**src/rtl/fp_result_queue.sv**
```systemverilog
// Result collector for the fixed-latency FP add/sub pipeline: in-order FIFO,
// valid/ready dequeue, and issue credits that keep in-flight results from overflowing.
module fp_result_queue #(
  parameter int LATENCY = 14,
  parameter int DEPTH   = 16,
  parameter int WIDTH   = 32
) (
  input  logic                         clock,
  input  logic                         reset_n,
  input  logic                         issue_req,
  output logic                         issue_grant,
  input  logic                         fp_done,
  input  logic [WIDTH-1:0]             fp_result,
  output logic                         deq_valid,
  output logic [WIDTH-1:0]             deq_data,
  input  logic                         deq_ready,
  output logic [$clog2(DEPTH+1)-1:0]   credits,
  output logic                         overflow
);

  localparam int CW = $clog2(DEPTH + 1);
  localparam int AW = $clog2(DEPTH);
  localparam int LW = $clog2(LATENCY + 1);

  typedef enum logic [0:0] {
    ST_DRAIN = 1'b0,
    ST_RUN   = 1'b1
  } state_t;

  state_t           state_r;
  state_t           state_nxt_s;
  logic [LW-1:0]    drain_cnt_r;
  logic [LW-1:0]    drain_cnt_nxt_s;
  logic [CW-1:0]    credits_r;
  logic [CW-1:0]    credits_nxt_s;
  logic [CW-1:0]    count_r;
  logic [CW-1:0]    count_nxt_s;
  logic [AW-1:0]    wr_ptr_r;
  logic [AW-1:0]    rd_ptr_r;
  logic             overflow_r;
  logic [WIDTH-1:0] mem_r [DEPTH];
  logic             grant_s;
  logic             deq_fire_s;
  logic             enq_try_s;
  logic             enq_ok_s;

  // Handshake decode; a full FIFO still accepts a result if the head leaves this cycle.
  always_comb begin
    grant_s    = (state_r == ST_RUN) && issue_req && (credits_r != {CW{1'b0}});
    deq_fire_s = (count_r != {CW{1'b0}}) && deq_ready;
    enq_try_s  = (state_r == ST_RUN) && fp_done;
    enq_ok_s   = enq_try_s && ((count_r != CW'(DEPTH)) || deq_fire_s);
  end

  // Drain sequencer: stale done pulses from the unreset FP pipeline are ignored until RUN.
  always_comb begin
    state_nxt_s     = state_r;
    drain_cnt_nxt_s = drain_cnt_r;
    case (state_r)
      ST_DRAIN: begin
        if (drain_cnt_r == LW'(1'b1)) begin
          state_nxt_s = ST_RUN;
        end else begin
          drain_cnt_nxt_s = drain_cnt_r - LW'(1'b1);
        end
      end
      ST_RUN:   state_nxt_s = ST_RUN;
      default:  state_nxt_s = ST_DRAIN;
    endcase
  end

  // Credit and occupancy next values; simultaneous up/down cancel.
  always_comb begin
    credits_nxt_s = credits_r;
    count_nxt_s   = count_r;
    case ({grant_s, deq_fire_s})
      2'b10:   credits_nxt_s = credits_r - CW'(1'b1);
      2'b01:   credits_nxt_s = credits_r + CW'(1'b1);
      default: credits_nxt_s = credits_r;
    endcase
    case ({enq_ok_s, deq_fire_s})
      2'b10:   count_nxt_s = count_r + CW'(1'b1);
      2'b01:   count_nxt_s = count_r - CW'(1'b1);
      default: count_nxt_s = count_r;
    endcase
  end

  // Control state registers.
  always_ff @(posedge clock or negedge reset_n) begin
    if (!reset_n) begin
      state_r     <= ST_DRAIN;
      drain_cnt_r <= LW'(LATENCY);
      credits_r   <= CW'(DEPTH);
      count_r     <= {CW{1'b0}};
      wr_ptr_r    <= {AW{1'b0}};
      rd_ptr_r    <= {AW{1'b0}};
      overflow_r  <= 1'b0;
    end else begin
      state_r     <= state_nxt_s;
      drain_cnt_r <= drain_cnt_nxt_s;
      credits_r   <= credits_nxt_s;
      count_r     <= count_nxt_s;
      if (enq_ok_s) begin
        wr_ptr_r <= wr_ptr_r + AW'(1'b1);
      end
      if (deq_fire_s) begin
        rd_ptr_r <= rd_ptr_r + AW'(1'b1);
      end
      if (enq_try_s && !enq_ok_s) begin
        overflow_r <= 1'b1;
      end
    end
  end

  // Result storage; contents are meaningless until counted, so no reset.
  always_ff @(posedge clock) begin
    if (enq_ok_s) begin
      mem_r[wr_ptr_r] <= fp_result;
    end
  end

  assign issue_grant = grant_s;
  assign deq_valid   = (count_r != {CW{1'b0}});
  assign deq_data    = mem_r[rd_ptr_r];
  assign credits     = credits_r;
  assign overflow    = overflow_r;

endmodule
```
**config.mk**
```make
export PLATFORM = sky130hd
export DESIGN_NAME = fp_result_queue
export DESIGN_NICKNAME = d
export VERILOG_FILES = /design/src/rtl/fp_result_queue.sv
export SDC_FILE = /design/constraint.sdc
export NUM_CORES = 1
export LEC_CHECK = 0
export CORE_ASPECT_RATIO = 0.8
export CORE_MARGIN = 5
export CORE_UTILIZATION = 60
export DETAILED_ROUTE_END_ITERATION = 16
export GPL_TIMING_DRIVEN = 0
export PLACE_DENSITY = 0.85
export SYNTH_ARGS = -nofsm -noshare
export SYNTH_HDL_FRONTEND = slang
export SYNTH_SLANG_ARGS = --single-unit
```
**constraint.sdc**
```tcl
create_clock -name clock -period 11.4 [get_ports clock]
set_input_delay 2.28 -clock clock [delete_from_list [all_inputs] [get_ports clock]]
set_output_delay 2.28 -clock clock [all_outputs]
set_load 0.02 [all_outputs]
```
Word level (Yosys, flattened, before mapping):

Memory sizes are Yosys's and may differ from the RTL's.
Index checks and enable logic that the tools add are counted.

* mux-type cells: 6
* add/subtract/negate cells: 7
* reduce and logical (&&, ||, !) cells: 13
* bitwise gates (word level): 2
* equal/unequal tests: 6

Operators by type and width (number)
* $pmux W5 S2: 2
* $add A5 B1 Y5 const B: 2
* $reduce_bool A5 Y1: 2
* $sub A5 B1 Y5 const B: 2
* $add A4 B1 Y4 const B: 2
* $logic_and A1 B1 Y1: 6
* $ne A5 B5 Y1 const B: 1
* $eq A2 B1 Y1 const B: 2
* $eq A2 B2 Y1 const B: 2
* $eq A4 B1 Y1 const B: 1
* $reduce_bool A2 Y1: 2
* $sub A4 B1 Y4 const B: 1
* $mux W1: 3
* $not A1 Y1: 2
* $pmux W1 S2: 1
* $reduce_and A2 Y1: 1
* $logic_not A1 Y1: 1
* $logic_or A1 B1 Y1: 1

* bits in writable memories: 512
* output and inout bits: 40
* memories kept: 1
* flip-flop bits (word level): 24
* input port bits: 37

Memory list
* mem_r: depth 16, width 32, rd ports 1, clocked after memory_dff 0, wr ports 1, line 41 `logic [WIDTH-1:0] mem_r [DEPTH];`

Logic depth before layout (Yosys ltp):

Gate-level depths: netlist (run 1).

* depth after elaboration: 6
* depth in mapped cells: 11
* gate-level depth less buffers: 11

Worst setup path after synthesis (run 1):

No wires, ideal clock.

* path kind: input to register
* from: input deq_ready
* to: memory mem_r[3][0], enable pin
* slack: 5.468 ns
* buffers on the path: 1
* data arrival time: 5.471 ns
* cell stages on the path: 5
* path through: clkbuf_1 -> nor2b_1 -> a21oi_1 -> nand2_1 -> nor3_1

* longest elaborated chain between the ends: 5

RTL lines
* start, declared: line 16 `input logic deq_ready,`
* $logic_and A1 B1 Y1: line 50 `deq_fire_s = (count_r != {CW{1'b0}}) && deq_ready;`
* $logic_or A1 B1 Y1: line 52 `enq_ok_s = enq_try_s && ((count_r != CW'(DEPTH)) || deq_fire_s);`
* $logic_and A1 B1 Y1: line 52
* $mux W1: line 117 `if (enq_ok_s) begin`
* $mux W1 (not written as such): line 118 `mem_r[wr_ptr_r] <= fp_result;`
* end, declared: line 41

No other way between the ends.

Worst setup path in the final report (run 1):

* from: register rd_ptr_r[1]
* to: output deq_data[28]

* longest elaborated chain between the ends: 1

RTL lines
* start, declared: line 39 `logic [AW-1:0] rd_ptr_r;`
* start signal, assigned: line 96 `rd_ptr_r <= {AW{1'b0}};`
* start signal, assigned: line 107 `rd_ptr_r <= rd_ptr_r + AW'(1'b1);`
* $mem_v2 Z16 W32
* end, declared: line 15 `output logic [WIDTH-1:0] deq_data,`

No other way between the ends.

==> flow_summary.yaml, run 1 <==
status:
  run_status: "finished, final reports clean"
clock_tree:
  cts_htree_levels: 2
  cts_num_sinks: 536
  root_buffer: "sky130_fd_sc_hd__clkbuf_16"
  cts-resized-gates: 0
  clock_insertion_delay_worst_skew_ns: 0.58
  hold_buffers: 0
  clock_tree_from_tritoncts: "built"
  postCtsSetupRepairBufs: 0
  clock_pin_slew_reported_for_the_worst_setup_and_hold_paths_after_clock_tree_synthesis_ns: 0.07
  inserted_clock_buffers: 49
  ctsLongestPathBuffers: 3
cells_and_area:
  area_of_the_multi_input_gates_mm2: 0.004597
  seqCellArea_mm2: 0.01598
  fillers: 1979
  final_layout_net_count: 1092
  layout-area-overhead-vs-synth_pct: 15.95
  layout.cell_area.non_filler_mm2: 0.02409
  mostFrequentLayoutCell: "sky130_fd_sc_hd__edfxtp_1"
  layout.cells.most_common_list: "512 x sky130_fd_sc_hd__edfxtp_1, 160 x sky130_fd_sc_hd__mux4_2, 75 x sky130_fd_sc_hd__clkdlybuf4s50_1"
  drive_above_1_share_pct: 26.87
synth:
  syn_inst: 886
  netlist-cell-type-count: 37
  postSynthNetCount: 940
  postSynthRegisterBits: 536
  yosys_warning_total: 0
  average_size_of_a_mapped_cell_um2: 23.45
  sequential_cell_area_fraction_in_the_yosys_report_pct: 76.93
  synth.cell_area_mm2: 0.02077
power_and_ir_drop:
  share_clk_of_total_power_pct: 24.6
  peak_supply_drop_mv: 0.1531
  static-leakage-power_nw: 7.633
  p_seq_share_pct: 40.2
  combPwrFrac_pct: 35.2
  power_switching_share_pct: 31.14
  total_switching_power_w: 0.001910
  intPower_w: 0.004223
  p_per_area_mw_per_mm2: 254.6
sta:
  finalCritPeriodShare_pct: 53.73
  max_slew_margin_vs_limit_pct: 22.28
  rsz_0062_raised_after_global_routing: "false"
  max_freq_ghz: 0.1633
  timing_worst_slew_pin_value_ns: 1.166
  final_count_of_negative_setup_slack_endpoints: 0
  worst_setup_skew_after_layout_ns: 0.02550
  drv_slew: 0
  post-route-min-period_ns: 6.125
  fin_tns_setup_ns: 0
  final_hold_viol_count: 0
setup_path:
  worst_setup_path_start_kind: "flip-flop"
  critical_path_required_ns: 9.12
  arrival_ns: 3.85
  worst-setup-path-type: "reg2out"
  critPathMaxFanout: 10
  crit_path_end_kind: "output pin"
floorplan:
  io-pin-count: 77
  die_width_um: 218.0
  initial_utilization_pct: 60.22
  floorplan.rows: 61
  core-area_mm2: 0.03450
  die-area_mm2: 0.03847
  die_h_um: 176.4
global_routing:
  grt_first_pass_wirelength_mm: 71.90
  number_of_global_route_vias_before_repair: 10779
  globalRoute.totalOverflow: 0
  grt_antenna_before_repair: 2
  groute.usage.overall_pct: 26.09
  grt_start_max_net_pins: 25
placement:
  finalWeightedCongestion: 0.7620
  placement.io_buffers: 75
  detailed_place.area_mm2: 0.02266
  half_perimeter_wire_length_of_the_detailed_placement_result_mm: 28.53
route:
  number_of_routed_nets_with_antenna_violations: 0
  drt_via_density: 6.553
  vias: 10125
  routed_wire_length_per_instance_um: 31.64
  number_of_violations_reported_at_the_end_of_detailed_routing_iteration_0: 1348
  drt_pre_antenna_iters: 5
  drc: 0
  postRouteWirelength_mm: 48.88
worst_hold_path:
  holdCritPathClass: "reg2reg"
flow_run:
  max_cap_viol_count: 0
==> area by class of cell <==
cell class	instances	area share, %
plain buffers	44	1.054
flip-flops and latches	536	66.34
clock buffers	65	5.516
inverters	14	0.2182
repair buffers	101	4.909
multi-input cells	292	19.08
clock inverters	20	0.4155
diodes	1	0.01039
well taps	472	2.452
==> synthesized netlist by cell type <==
library cell | n | area, um^2
sky130_fd_sc_hd__clkbuf_1 | 16 | 60.06
sky130_fd_sc_hd__fa_1 | 2 | 40.04
sky130_fd_sc_hd__or4_1 | 4 | 30.03
sky130_fd_sc_hd__dfrtp_1 | 20 | 500.5
sky130_fd_sc_hd__edfxtp_1 | 512 | 15370
sky130_fd_sc_hd__and2_1 | 1 | 6.260
sky130_fd_sc_hd__a31o_2 | 1 | 8.760
sky130_fd_sc_hd__o21ai_1 | 1 | 5.000
sky130_fd_sc_hd__a21o_1 | 2 | 15.01
sky130_fd_sc_hd__nor2b_1 | 3 | 18.77
sky130_fd_sc_hd__mux4_2 | 160 | 3603
sky130_fd_sc_hd__inv_1 | 13 | 48.80
sky130_fd_sc_hd__o22ai_1 | 1 | 6.260
sky130_fd_sc_hd__nand2b_1 | 3 | 18.77
sky130_fd_sc_hd__xor2_1 | 1 | 8.760
sky130_fd_sc_hd__buf_2 | 5 | 25.02
sky130_fd_sc_hd__buf_6 | 11 | 123.9
sky130_fd_sc_hd__o21a_1 | 1 | 7.510
sky130_fd_sc_hd__o21ai_0 | 7 | 35.03
sky130_fd_sc_hd__a22oi_1 | 1 | 7.510
sky130_fd_sc_hd__nor4_2 | 1 | 12.51
sky130_fd_sc_hd__nand2_1 | 21 | 78.83
sky130_fd_sc_hd__nor3_1 | 6 | 30.03
sky130_fd_sc_hd__o211ai_1 | 2 | 15.01
sky130_fd_sc_hd__and3_1 | 1 | 6.260
sky130_fd_sc_hd__mux2i_1 | 2 | 20.02
sky130_fd_sc_hd__xnor2_1 | 16 | 140.1
sky130_fd_sc_hd__o21ai_2 | 1 | 8.760
sky130_fd_sc_hd__a21oi_1 | 12 | 60.06
sky130_fd_sc_hd__nor2_1 | 21 | 78.83
sky130_fd_sc_hd__ha_1 | 15 | 187.7
sky130_fd_sc_hd__dfstp_2 | 4 | 105.1
sky130_fd_sc_hd__a311o_1 | 1 | 10.01
sky130_fd_sc_hd__inv_2 | 1 | 3.750
sky130_fd_sc_hd__buf_1 | 12 | 45.04
sky130_fd_sc_hd__nand4_1 | 2 | 12.51
sky130_fd_sc_hd__nand3_1 | 3 | 15.01
==> path summary, 6_finish.rpt <==
| kind | from | to | slack, ns | depth (start not counted) |
|---|---|---|---|---|
| max | rd_ptr_r[1] | deq_data[28] | 5.27 | 5 |
| min | credits[4] | credits[4] | 0.49 | 1 |
| max reg2reg | state_r | mem_r[3][3] | 7.99 | 7 |
| min reg2reg | credits[4] | credits[4] | 0.49 | 1 |
| max in group asynchronous | reset_n | rd_ptr_r[3] | 8.45 | 1 |
| min in group asynchronous | reset_n | overflow | 2.28 | 1 |
==> worst max-delay path: stages, from the launching register on <==
cell and delay, ns:
sky130_fd_sc_hd__dfrtp_1 0.52, sky130_fd_sc_hd__clkbuf_1 0.43, sky130_fd_sc_hd__clkbuf_1 0.81, sky130_fd_sc_hd__mux4_2 0.44
sky130_fd_sc_hd__mux4_2 0.52, sky130_fd_sc_hd__clkdlybuf4s50_1 0.57
==> registers in the layout, summed over array words and instances, names as in the netlist <==
signal and flops:
credits 5, overflow 1, mem_r 512, rd_ptr_r 4
drain_cnt_r 4, wr_ptr_r 4, count_r 5, state_r 1
==> metrics by stage <==
stage / utilization [%] / setup WS [ns] / hold WS, ns / instances / power, W
3_3_place_gp: 64.10 / 2.525 / 0.4506 / 1433 / 0.004516
2_1_floorplan: - / 5.468 / 0.4689 / 886 / 0.003832
5_1_grt: 69.82 / 5.211 / 0.5113 / 1545 / 0.006364
4_1_cts: 69.82 / 5.288 / 0.4945 / 1544 / 0.006173
3_5_place_dp: 65.68 / 5.595 / 0.4796 / 1459 / 0.004639
6_report: 69.82 / 5.275 / 0.4945 / 1545 / 0.006134
==> power groups by stage <==
| stage | Combinational, W | Clock (W) | Sequential, W |
|---|---|---|---|
| 6_report | 0.00216 | 0.00151 | 0.00247 |
| 5_1_grt | 0.00227 | 0.00161 | 0.00248 |
| 4_1_cts | 0.00218 | 0.00153 | 0.00247 |
| 3_5_place_dp | 0.00214 | 0 | 0.00250 |
| 3_3_place_gp | 0.00202 | 0 | 0.00250 |
| 2_1_floorplan | 0.00135 | 0 | 0.00249 |
==> per-layer routing <==
layer | wire length, um | global-route usage (%) | vias to the layer above
li1 | - | - | 4045
met1 | 17590 | 34.78 | 5312
met2 | 25250 | 44.12 | 638
met3 | 4225 | 5.023 | 128
met4 | 1798 | 9.207 | 2
met5 | 13 | 0 | -
==> cell families (layout without fill, tap and decap cells) <==
kind of cell / Yosys count / in the layout / share of synthesized area, %
DFF: 536 / 536 / 76.93
muxes: 162 / 162 / 17.44
and+or+nand+nor: 66 / 66 / 1.482
buffers and inverters: 58 / 244 / 1.476
AOI/OAI and AO/OA: 30 / 30 / 0.8613
adders and majority gates: 17 / 17 / 1.096
xor gates and xnor gates: 17 / 17 / 0.7167
other: 0 / 1 / 0
No activity file was read; power rests on OpenSTA's default activity.
==> run 2: changes to the inputs <==
Clock period 11.4 ns to 5.8 ns, I/O delays scaled along.
==> results of run 2 <==
Same layout as run 1 (identical final DEF). Status: finished, final reports clean.
Main changes from that run: setup slack after placement 5.595 ns -> 1.187 ns; setup slack after layout 5.275 ns -> 0.7945 ns; register-to-register setup slack 7.99 ns -> 2.39 ns; total power 0.006134 W -> 0.01206 W; worst IR drop on VDD 0.1531 mV -> 0.3009 mV
